<file path="config.mk">
export PLATFORM = sky130hd
export DESIGN_NAME = mtr_pwm_drv
export DESIGN_NICKNAME = d
export VERILOG_FILES = /design/src/rtl/mtr_pwm_drv.sv
export SDC_FILE = /design/constraint.sdc
export NUM_CORES = 1
export LEC_CHECK = 0
export CORE_MARGIN = 1.5
export CORE_UTILIZATION = 49
export DETAILED_ROUTE_END_ITERATION = 12
export GPL_ROUTABILITY_DRIVEN = 0
export PLACE_DENSITY_LB_ADDON = 0.15
export SETUP_SLACK_MARGIN = 0.15
export SYNTH_ARGS = -nofsm -noshare
export SYNTH_HDL_FRONTEND = slang
export SYNTH_SLANG_ARGS = --single-unit
</file>
<file path="constraint.sdc">
create_clock -name clk -period 3.29 [get_ports clk]
set_input_delay 0.8225 -clock clk [delete_from_list [all_inputs] [get_ports clk]]
set_output_delay 0.8225 -clock clk [all_outputs]
set_load 0.01 [all_outputs]
</file>
<file path="src/rtl/mtr_pwm_drv.sv">
// mtr_pwm_drv: dual H-bridge PWM with dead time, over-current blanking and latched shutdown
module mtr_pwm_drv #(
  parameter int DEAD = 32,
  parameter int BLANK = 128,
  parameter int OVR_LIMIT = 3
) (
  input  logic        clk,
  input  logic        rst,
  input  logic [11:0] lft_spd,
  input  logic [11:0] rght_spd,
  input  logic        drv_en,
  input  logic        lft_ovr,
  input  logic        rght_ovr,
  output logic        lft_hi,
  output logic        lft_lo,
  output logic        rght_hi,
  output logic        rght_lo,
  output logic        pwm_synch,
  output logic        ovr_shtdwn
);
  localparam logic [11:0] DT = 12'(DEAD);
  localparam logic [7:0] BLK = 8'(BLANK);
  localparam logic [3:0] LIM = 4'(OVR_LIMIT);
  logic [10:0] cnt, lft_duty, rght_duty;
  logic [7:0] lft_blk, rght_blk;
  logic [3:0] fault_cnt, fault_inc;
  logic flag, wrap, gate_ok, ovr_now, faulted;
  // Saturate to [-1024,1023] then offset by 1024: in range, that is just flipping bit 10
  function automatic logic [10:0] duty_of(input logic [11:0] s);
    return (~s[11] & s[10]) ? 11'h7FF : (s[11] & ~s[10]) ? 11'h000 : {~s[10], s[9:0]};
  endfunction
  assign wrap = cnt == 11'h7FF;
  assign pwm_synch = wrap;
  assign gate_ok = drv_en & ~ovr_shtdwn;
  assign ovr_now = (lft_hi & (lft_blk == BLK) & lft_ovr) | (rght_hi & (rght_blk == BLK) & rght_ovr);
  assign faulted = flag | ovr_now;
  assign fault_inc = (fault_cnt == 4'hF) ? 4'hF : fault_cnt + 4'd1;
  always_ff @(posedge clk) begin
    if (rst) begin
      cnt <= '0;
      lft_duty <= 11'h400;
      rght_duty <= 11'h400;
      {lft_hi, lft_lo, rght_hi, rght_lo} <= '0;
      ovr_shtdwn <= 1'b0;
      fault_cnt <= '0;
      flag <= 1'b0;
    end else begin
      cnt <= cnt + 11'd1;
      if (wrap) begin
        lft_duty <= duty_of(lft_spd);
        rght_duty <= duty_of(rght_spd);
      end
      lft_hi <= gate_ok & ({1'b0, cnt} >= DT) & (cnt < lft_duty);
      lft_lo <= gate_ok & ({1'b0, cnt} >= {1'b0, lft_duty} + DT);
      rght_hi <= gate_ok & ({1'b0, cnt} >= DT) & (cnt < rght_duty);
      rght_lo <= gate_ok & ({1'b0, cnt} >= {1'b0, rght_duty} + DT);
      if (!drv_en) begin
        ovr_shtdwn <= 1'b0;
        fault_cnt <= '0;
        flag <= 1'b0;
      end else if (wrap) begin
        fault_cnt <= faulted ? fault_inc : 4'd0;
        flag <= 1'b0;
        if (faulted && fault_inc == LIM) ovr_shtdwn <= 1'b1;
      end else if (ovr_now) begin
        flag <= 1'b1;
      end
    end
  end
  // Blanking counters only run while the high side is on
  always_ff @(posedge clk) begin
    lft_blk <= (rst | ~drv_en | ~lft_hi) ? 8'd0 : (lft_blk == BLK) ? BLK : lft_blk + 8'd1;
    rght_blk <= (rst | ~drv_en | ~rght_hi) ? 8'd0 : (rght_blk == BLK) ? BLK : rght_blk + 8'd1;
  end
endmodule
</file>
==> impl_metrics.env, run 1 <==
export IMPL_synthSimpleGateAreaFrac_pct=18.7
export IMPL_via_per_inst=5.35
export IMPL_post_cts_buffers=0
export IMPL_ys_flop_type="dfxtp_1"
export IMPL_synth_seq_cells=59
export IMPL_crit_path_max_fo=7
export IMPL_power_report_internal_total_mw=1.08
export IMPL_synth_lib_cells_used_distinct=42
export IMPL_grt_busiest_layer="met2"
export IMPL_critical_path_slowest_cell="clkdlybuf4s50_1"
export IMPL_routed_wirelength_mm=7.03
export IMPL_yosys_area_share_adder_pct=15.2
export IMPL_max_cap_viol_count=0
export IMPL_multi_input_area_um2=2150
export IMPL_report_final_hold_viol_count=0
export IMPL_setup_violations=0
export IMPL_timing_worst_setup_path_type="flip-flop to output pin"
export IMPL_wire_per_inst_um=13.2
export IMPL_antenna_found_initial=0
export IMPL_grt_total_ovfl=0
export IMPL_synth_top_family_by_area="compound AO/OA/AOI/OAI gates"
export IMPL_cts_buffers=9
export IMPL_insertedDiodeCount=0
export IMPL_synthesis_instances=398
export IMPL_n_fill_cell=640
export IMPL_yosys_area_share_xor_xnor_pct=7.42
export IMPL_leakagePower_nw=1.57
export IMPL_rsz_0062_raised_after_global_routing="no"
export IMPL_clk_transition_reported_paths_ns=0.06
export IMPL_cts_max_level=3
export IMPL_end_kind="output pin"
export IMPL_max_clock_freq_ghz=0.330
export IMPL_syn_area_um2=3540
export IMPL_groute_layer_met3_usage_pct=3.39
export IMPL_slew_headroom_pct=53.0
export IMPL_final_nets=504
export IMPL_compound_cell_area_share_of_the_yosys_netlist_pct=19.0
export IMPL_hp_class="flip-flop to flip-flop"
export IMPL_clock_tree_from_tritoncts="built"
export IMPL_syn_nets=470
export IMPL_critPathRequiredTime_ns=2.47
export IMPL_dieWidth_um=88.0
export IMPL_final_setup_skew_ns=0.00652
export IMPL_final_min_period_over_clock_period_pct=92.2
export IMPL_switching_share_pct=23.0
export IMPL_grt_util_met2_pct=33.3
export IMPL_synthMuxAreaShare_pct=0.282
export IMPL_post_synth_edffs=0
export IMPL_finalPower_mw=1.41
export IMPL_cts_root_buf="clkbuf_8"
export IMPL_clkSinkCount=59
export IMPL_first_iter_violations=93
export IMPL_die_footprint_um2=7750
export IMPL_clockBufferDepth=2
export IMPL_crit_family="buffers and inverters"
export IMPL_yosysSeqAreaShare_pct=33.3
export IMPL_peakVddDrop_uv=221
export IMPL_slowest_delay_ns=0.56
export IMPL_dieHeight_um=88.0
export IMPL_portBuffers=34
export IMPL_groute_layer_met1_usage_pct=24.7
export IMPL_cp_arrival_ns=2.21
export IMPL_power_sequential_fraction_pct=51.2
export IMPL_fp_coreArea_um2=6910
export IMPL_grt_pass1_wl_mm=11.8
export IMPL_regArea_um2=1180
export IMPL_worst_setup_path_start_kind="flip-flop"
export IMPL_first_global_vias=2669
export IMPL_finalMaxSlewViolations=0
export IMPL_synthesis_yosys_warnings=0
export IMPL_path_buf_inv=2
export IMPL_num_vias=2850
export IMPL_clock_latency_ns=0.34
export IMPL_worstMarginPinSlew_ns=0.699
export IMPL_detailedPlace_worstSlack_ns=0.594
export IMPL_run_status="finished, final reports clean"
export IMPL_finalCriticalPeriod_ns=3.03
export IMPL_drt_first_pass_iters=4
export IMPL_starting_utilization_of_the_core_area_pct=51.3
export IMPL_net_switching_mw=0.324
export IMPL_layout_cells_most_common_list="dfxtp_1 (58), nor2_1 (47), ha_1 (43)"
export IMPL_most_frequent_standard_cell_in_the_layout_excluding_fill_and_tap_cells="dfxtp_1"
export IMPL_drc=0
export IMPL_flow_area_growth_from_synthesis_pct=16.3
export IMPL_detailed_place_hpwl_mm=5.30
export IMPL_setup_tns_ns=0
export IMPL_synth_async_reset_ratio_pct=0
export IMPL_crit_path_cell_trace="and4_1 -> and4_4 -> nand4_4 -> inv_2 -> clkdlybuf4s50_1"
export IMPL_placement_rows=30
export IMPL_power_frac_comb_pct=6.9
export IMPL_share_of_cells_above_drive_strength_1_pct=8.92
export IMPL_grt_util_all_layers_pct=19.8
export IMPL_largest_net_degree_at_the_start_of_global_routing=49
export IMPL_power_per_cell_area_nw_per_um2=342
export IMPL_clockPowerShare_pct=41.9
export IMPL_postLayoutSetupSlackWorst_ns=0.258
export IMPL_utilization_pct=59.7
export IMPL_top_level_i_o_count=35
export IMPL_ant_nets=0
export IMPL_mean_instance_size_in_the_synthesized_netlist_um2=8.90
metal layers:
layer  up-vias  part of all wire (%)
li1       1486                     -
met1      1313                    50
met2        43                    46
met3         8                   2.5
met4         0                   1.7
met5         -                     0
Yosys cell counts, drive strengths merged (2+ instances only):
master / instances / area share, %
o211ai: 2 / 0.42
a211o: 4 / 0.99
inv: 34 / 3.6
clkbuf: 6 / 0.64
buf: 9 / 1.8
nand4b: 2 / 0.49
and4: 2 / 0.56
a21o: 4 / 0.85
dfxtp: 59 / 33
o21ai: 9 / 1.3
nand4: 4 / 1.1
nor2: 47 / 5.0
xor2: 14 / 3.5
a211oi: 44 / 12
nand2b: 5 / 0.88
ha: 43 / 15
nor4b: 2 / 0.49
a21oi: 11 / 1.6
nor2b: 8 / 1.4
xnor2: 16 / 4.0
nand2: 14 / 1.5
o21a: 2 / 0.42
nor3: 7 / 0.99
o311ai: 3 / 0.74
and3: 6 / 1.1
nand3: 33 / 4.7
power by group through the flow:
stage	sequential [mW]	combinational, mW	clock, mW
finish	0.721	0.0969	0.589
global route	0.721	0.107	0.638
CTS	0.721	0.0968	0.608
detailed placement	0.737	0.0958	0
global placement	0.737	0.0959	0
floorplan	0.738	0.0469	0
flip-flops by register name, summed over array words and instances (netlist names):
name / count
ovr_shtdwn: 1
rght_lo: 1
lft_lo: 1
lft_hi: 1
lft_blk: 8
rght_hi: 1
rght_duty: 11
fault_cnt: 4
flag: 1
cnt: 11
rght_blk: 8
lft_duty: 11
stage by stage:
step                cell area, um^2  std cells  hold WS [ns]
floorplan                      3540        398         0.430
global placement               3950        517         0.446
detailed placement             3950        517         0.452
CTS                            4120        533         0.467
global route                   4120        533         0.482
finish                         4120        533         0.468
timing repair:
item                                   4_1_cts  5_1_grt
hold buffers                                 0        0
endpoints found under the hold margin        0        0
resized for setup                            0        1
setup endpoints to repair                    0        1
worst paths after layout:
path | slack (ns) | cells after the start | endpoint | startpoint
worst min register to register | 0.47 | 1 | rght_duty[10] | rght_duty[10]
worst max register to register | 1.16 | 6 | rght_duty[7] | cnt[2]
worst max-delay path | 0.26 | 5 | pwm_synch | cnt[2]
worst min-delay path | 0.47 | 1 | rght_duty[10] | rght_duty[10]
cell type report:
cell class	count	share of cell area, %
timing repair buffer	38	8.99
inverter	34	3.10
clock buffer	14	3.95
tap	96	2.92
sequential	59	28.7
multi-input combinational	290	52.1
clock inverter	2	0.243
cells by family after synthesis:
kind of cell | after synthesis
simple gates | 133
buf+inv | 49
compound gates | 83
flops | 59
fa+ha+maj | 43
xor+xnor | 30
mux | 1
worst register-to-register path, delay by kind of cell, from the launching register on:
| kind | cells | cell delay, ns |
|---|---|---|
| compound gates | 2 | 0.52 |
| buf+inv | 1 | 0.33 |
| flops | 1 | 0.45 |
| simple gates | 3 | 0.70 |
No activity file was read; power rests on OpenSTA's default activity.
==> inputs of run 2 (changes only) <==
--- a/config.mk
+++ b/config.mk
@@ -5,6 +5,7 @@
 export SDC_FILE = /design/constraint.sdc
 export NUM_CORES = 1
 export LEC_CHECK = 0
+export CORE_ASPECT_RATIO = 0.75
 export CORE_MARGIN = 1.5
 export CORE_UTILIZATION = 49
 export DETAILED_ROUTE_END_ITERATION = 12
==> run 2 against run 1 <==
  * Clock-buffer cell count stayed put
  * Critical path depth stayed put
  * Largest power group unchanged
  * Clock skew is 0.0013 ns higher
  * Via count hardly changed
  * Sequential power hardly changed
  * Fmax is 0.34% higher
  * Worst setup slack better by 0.010 ns
  * Die area hardly changed
  * Non-clock buffer count is 1 lower
  * Combinational power is 0.4% higher
  * First-iteration DRC count is 31% higher
  * Cell count stayed put
==> impl_metrics.env, run 2 (synthesized netlist as in run 1, its figures left out) <==
export IMPL_detailed_place_hpwl_mm=5.71
export IMPL_finalNonFillerCells=533
export IMPL_final_nets=503
export IMPL_rsz_0062_raised_after_global_routing="no"
export IMPL_crit_path_max_fo=7
export IMPL_hp_class="flip-flop to flip-flop"
export IMPL_cts_buffers=9
export IMPL_clk_transition_reported_paths_ns=0.06
export IMPL_clock_latency_ns=0.34
export IMPL_fp_coreArea_um2=6900
export IMPL_fin_worst_hold_slack_ns=0.470
export IMPL_critPathRequiredTime_ns=2.47
export IMPL_portBuffers=34
export IMPL_whs_path_depth=1
export IMPL_largest_net_degree_at_the_start_of_global_routing=49
export IMPL_placed_cells_incl_taps=518
export IMPL_finalCriticalPeriod_ns=3.02
export IMPL_slew_headroom_pct=48.8
export IMPL_clock_tree_from_tritoncts="built"
export IMPL_finalMaxSlewViolations=0
export IMPL_first_iter_violations=122
export IMPL_die_footprint_um2=7760
export IMPL_dieWidth_um=101
export IMPL_placement_rows=26
export IMPL_net_switching_mw=0.318
export IMPL_cp_arrival_ns=2.20
export IMPL_setup_tns_ns=0
export IMPL_switching_share_pct=21.8
export IMPL_worstMarginPinSlew_ns=0.762
export IMPL_wire_per_inst_um=14.2
export IMPL_most_frequent_standard_cell_in_the_layout_excluding_fill_and_tap_cells="dfxtp_1"
export IMPL_insertedDiodeCount=0
export IMPL_grt_util_all_layers_pct=21.6
export IMPL_n_fill_cell=622
export IMPL_worst_r2r_endpoint="lft_lo"
export IMPL_cts_root_buf="clkbuf_8"
export IMPL_clockPowerShare_pct=43.7
export IMPL_antenna_found_initial=0
export IMPL_setup_violations=0
export IMPL_starting_utilization_of_the_core_area_pct=51.4
export IMPL_flow_area_growth_from_synthesis_pct=17.0
export IMPL_regToRegStartpoint="lft_duty[5]"
export IMPL_cts_max_level=3
export IMPL_power_per_cell_area_nw_per_um2=352
export IMPL_hp_start="rght_blk[0]"
export IMPL_via_per_inst=5.35
export IMPL_power_report_internal_total_mw=1.14
export IMPL_share_of_cells_above_drive_strength_1_pct=9.89
export IMPL_run_status="finished, final reports clean"
export IMPL_leakagePower_nw=1.58
export IMPL_max_cap_viol_count=0
export IMPL_detailedPlace_worstSlack_ns=0.595
export IMPL_holdBufCountCts=0
export IMPL_max_clock_freq_ghz=0.331
export IMPL_peakVddDrop_uv=207
export IMPL_power_frac_comb_pct=6.7
export IMPL_grt_total_ovfl=0
export IMPL_timing_worst_setup_path_type="flip-flop to output pin"
export IMPL_clockBufferDepth=2
export IMPL_r2r_worst_path_cells=9
export IMPL_postLayoutSetupSlackWorst_ns=0.268
export IMPL_post_cts_buffers=0
export IMPL_whs_endpoint="rght_blk[0]"
export IMPL_num_vias=2849
export IMPL_largestRegisters="cnt x11, lft_duty x11, rght_duty x11"
export IMPL_report_final_hold_viol_count=0
export IMPL_grt_pass1_wl_mm=13.1
export IMPL_first_global_vias=2752
export IMPL_top_level_i_o_count=35
export IMPL_end_kind="output pin"
export IMPL_power_sequential_fraction_pct=49.6
export IMPL_final_min_period_over_clock_period_pct=91.9
export IMPL_worst_r2r_setup_slack_ns=1.08
export IMPL_routed_wirelength_mm=7.56
export IMPL_final_setup_skew_ns=0.00783
export IMPL_drt_first_pass_iters=4
export IMPL_ant_nets=0
export IMPL_drc=0
export IMPL_worst_setup_path_start_kind="flip-flop"
export IMPL_dieHeight_um=76.6
export IMPL_layout_cells_most_common_list="dfxtp_1 (56), nor2_1 (47), ha_1 (42)"
export IMPL_clkSinkCount=59
run 2: cell types whose count changed in the layout (fill, tap and decap cells not counted):
cell,previous run,this run
dfxtp_2,1,3
clkbuf_1,3,0
clkbuf_8,11,14
ha_1,43,42
clkinv_2,2,1
buf_4,4,3
ha_2,0,1
dfxtp_1,58,56
run 2: how the worst max path moves through the flow:
| stage | end | slack, ns | cells past startpoint | from |
|---|---|---|---|---|
| 3_3_place_gp | pwm_synch | 0.65 | 5 | cnt[5] |
| 5_1_grt | pwm_synch | 0.16 | 5 | cnt[3] |
| 6_report | pwm_synch | 0.27 | 5 | cnt[3] |
| 4_1_cts | pwm_synch | 0.20 | 5 | cnt[5] |
| 2_1_floorplan | pwm_synch | 1.25 | 4 | cnt[5] |
| 3_5_place_dp | pwm_synch | 0.59 | 5 | cnt[5] |
run 2: worst max-delay path, cell delays in order, from the launching register on:
cell and delay (ns):
dfxtp_1 0.45, and4_1 0.30, and4_4 0.28, nand4_4 0.11
inv_2 0.17, clkdlybuf4s50_1 0.56
run 2: routing by layer:
metal	up-vias	routed length, um	global-route usage (%)
met2	66	3250	32.6
met3	7	427	5.23
met4	0	87	8.61
met1	1299	3800	29.4
met5	-	0	0
li1	1477	-	-
run 2: area by class of cell:
class,count,area (um^2),share of cell area (%)
multi-input combinational,290,2150,51.9
sequential,59,1180,28.6
timing repair buffer,37,363,8.75
clock buffer,14,193,4.65
inverter,34,128,3.08
tap,98,123,2.96
clock inverter,1,5.00,0.121
run 2: timing repair:
| item | in CTS | in global routing |
|---|---|---|
| endpoints found under the setup margin | 0 | 1 |
| resized for setup | 0 | 4 |
| hold endpoints to repair | 0 | 0 |
run 2: power groups by stage:
stage | clock (mW) | combinational (mW) | sequential (mW)
global placement | 0 | 0.0942 | 0.739
CTS | 0.657 | 0.0965 | 0.723
finish | 0.637 | 0.0973 | 0.724
global route | 0.694 | 0.106 | 0.724
floorplan | 0 | 0.0469 | 0.738
detailed placement | 0 | 0.0959 | 0.739
run 2: metrics by stage:
stage / utilization [%] / area [um^2] / power, mW
after floorplan: - / 3540 / 0.785
after global placement: 57.1 / 3940 / 0.833
after detailed placement: 57.1 / 3940 / 0.835
after CTS: 60.0 / 4140 / 1.48
after global routing: 60.1 / 4150 / 1.52
final: 60.1 / 4150 / 1.46
==> inputs of run 3 (changes only) <==
--- a/config.mk
+++ b/config.mk
@@ -10,6 +10,7 @@
 export CORE_UTILIZATION = 49
 export DETAILED_ROUTE_END_ITERATION = 12
 export GPL_ROUTABILITY_DRIVEN = 0
+export GPL_TIMING_DRIVEN = 0
 export PLACE_DENSITY_LB_ADDON = 0.15
 export SETUP_SLACK_MARGIN = 0.15
 export SYNTH_ARGS = -nofsm -noshare
==> run 3 against run 2 <==
  * Clock power fell by 4.6%
  * Hold slack hardly changed
  * Utilization increased by 0.58 points
  * Flip-flop and latch count stayed put
  * Die area stayed put
  * Sequential share of layout area shrank 0.24 points
  * First-iteration DRC count is 11% lower
  * Critical path type unchanged
  * Largest power group unchanged
==> impl_metrics.env, run 3 (synthesized netlist as in run 1, its figures left out) <==
export IMPL_cts_max_level=3
export IMPL_largest_net_degree_at_the_start_of_global_routing=11
export IMPL_antenna_found_initial=0
export IMPL_crit_path_max_fo=7
export IMPL_switching_share_pct=23.2
export IMPL_via_per_inst=5.35
export IMPL_clockPowerShare_pct=42.6
export IMPL_insertedDiodeCount=0
export IMPL_power_frac_comb_pct=6.7
export IMPL_critical_path_slowest_cell="clkdlybuf4s50_1"
export IMPL_run_status="finished, final reports clean"
export IMPL_starting_utilization_of_the_core_area_pct=51.4
export IMPL_power_per_cell_area_nw_per_um2=341
export IMPL_setup_violations=0
export IMPL_setup_tns_ns=0
export IMPL_most_frequent_standard_cell_in_the_layout_excluding_fill_and_tap_cells="dfxtp_1"
export IMPL_clock_latency_ns=0.34
export IMPL_max_clock_freq_ghz=0.327
export IMPL_drc=0
export IMPL_grt_util_all_layers_pct=21.8
export IMPL_fin_worst_hold_slack_ns=0.471
export IMPL_top_level_i_o_count=35
export IMPL_finalCriticalPeriod_ns=3.06
export IMPL_critPathRequiredTime_ns=2.47
export IMPL_slew_headroom_pct=50.2
export IMPL_first_global_vias=2743
export IMPL_grt_total_ovfl=0
export IMPL_num_vias=2908
export IMPL_wire_per_inst_um=14.2
export IMPL_first_iter_violations=109
export IMPL_power_report_internal_total_mw=1.10
export IMPL_worst_setup_path_start_kind="flip-flop"
export IMPL_routed_wirelength_mm=7.73
export IMPL_flow_area_growth_from_synthesis_pct=18.1
export IMPL_peakVddDrop_uv=155
export IMPL_max_cap_viol_count=0
export IMPL_ant_nets=0
export IMPL_cts_root_buf="clkbuf_8"
export IMPL_worstMarginPinSlew_ns=0.741
export IMPL_leakagePower_nw=1.59
export IMPL_clockBufferDepth=2
export IMPL_clkSinkCount=59
export IMPL_die_footprint_um2=7760
export IMPL_drt_first_pass_iters=5
export IMPL_cp_arrival_ns=2.24
export IMPL_fp_coreArea_um2=6900
export IMPL_rsz_0062_raised_after_global_routing="no"
export IMPL_report_final_hold_viol_count=0
export IMPL_placement_rows=26
export IMPL_timing_worst_setup_path_type="flip-flop to output pin"
export IMPL_final_min_period_over_clock_period_pct=93.0
export IMPL_crit_path_cell_trace="ha_2 -> and4_4 -> nand4_4 -> inv_4 -> clkdlybuf4s50_1"
export IMPL_clock_tree_from_tritoncts="built"
export IMPL_layout_cells_most_common_list="dfxtp_1 (55), nor2_1 (47), ha_1 (42)"
export IMPL_finalMaxSlewViolations=0
export IMPL_share_of_cells_above_drive_strength_1_pct=10.1
export IMPL_net_switching_mw=0.331
export IMPL_dieHeight_um=76.6
export IMPL_portBuffers=33
export IMPL_final_setup_skew_ns=0.00949
export IMPL_dieWidth_um=101
export IMPL_hp_class="flip-flop to flip-flop"
export IMPL_detailed_place_hpwl_mm=6.03
export IMPL_clk_transition_reported_paths_ns=0.06
export IMPL_final_nets=514
export IMPL_grt_pass1_wl_mm=13.1
export IMPL_largestRegisters="cnt x11, lft_duty x11, rght_duty x11"
export IMPL_end_kind="output pin"
export IMPL_power_sequential_fraction_pct=50.7
export IMPL_post_cts_buffers=0
export IMPL_cts_buffers=9
export IMPL_slowest_delay_ns=0.56
## run 3: cell count changes in the layout (fill, tap and decap cells not counted), moves of 2 or more
cell,before,now
buf_1,0,4
buf_4,3,0
buf_6,0,4
clkbuf_1,0,7
clkbuf_8,14,12
## run 3: final timing paths
kind,to,cells past startpoint,from,slack (ns)
max,pwm_synch,5,cnt[0],0.23
min reg2reg,rght_duty[10],1,rght_duty[10],0.47
max reg2reg,rght_lo,9,rght_duty[5],1.19
min,rght_duty[10],1,rght_duty[10],0.47
## run 3: final cells by class
type,instances,area [um^2]
inverter,34,130
fill,649,2710
tap,98,123
buffer,15,87.6
timing repair buffer,33,330
clock inverter,2,10.0
multi-input combinational,290,2150
sequential,59,1190
clock buffer,13,169
## run 3: metal layers
| layer | up-vias | global-route usage (%) | routed length, um |
|---|---|---|---|
| met4 | 0 | 6.81 | 87 |
| met3 | 10 | 5.32 | 296 |
| met1 | 1342 | 31.4 | 4020 |
| li1 | 1505 | - | - |
| met2 | 51 | 31.9 | 3320 |
| met5 | - | 0 | 0 |
## run 3: repair_timing
item	in CTS	in global routing
endpoints found under the setup margin	1	1
resized for setup	3	3
hold buffers	0	0
## run 3: power groups by stage
| stage | Combinational, mW | Clock (mW) | Sequential [mW] |
|---|---|---|---|
| after floorplan | 0.0469 | 0 | 0.738 |
| after global placement | 0.0925 | 0 | 0.740 |
| after detailed placement | 0.0937 | 0 | 0.740 |
| after CTS | 0.0945 | 0.620 | 0.724 |
| after global routing | 0.104 | 0.652 | 0.725 |
| final | 0.0955 | 0.608 | 0.725 |
## run 3: stage by stage
| stage | setup slack (ns) | std cells | cell area, um^2 | utilization [%] | power (mW) |
|---|---|---|---|---|---|
| after floorplan | 1.25 | 398 | 3540 | - | 0.785 |
| after global placement | 0.458 | 529 | 4000 | 57.9 | 0.832 |
| after detailed placement | 0.461 | 529 | 4000 | 57.9 | 0.834 |
| after CTS | 0.171 | 544 | 4180 | 60.6 | 1.44 |
| after global routing | 0.146 | 544 | 4190 | 60.7 | 1.48 |
| final | 0.229 | 544 | 4190 | 60.7 | 1.43 |
## run 3: worst max-delay path, delay by kind of cell (launching register included)
family | cells | cell delay [ns]
buffers and inverters | 2 | 0.73
DFF | 1 | 0.46
and+or+nand+nor | 2 | 0.43
adders and majority gates | 1 | 0.28
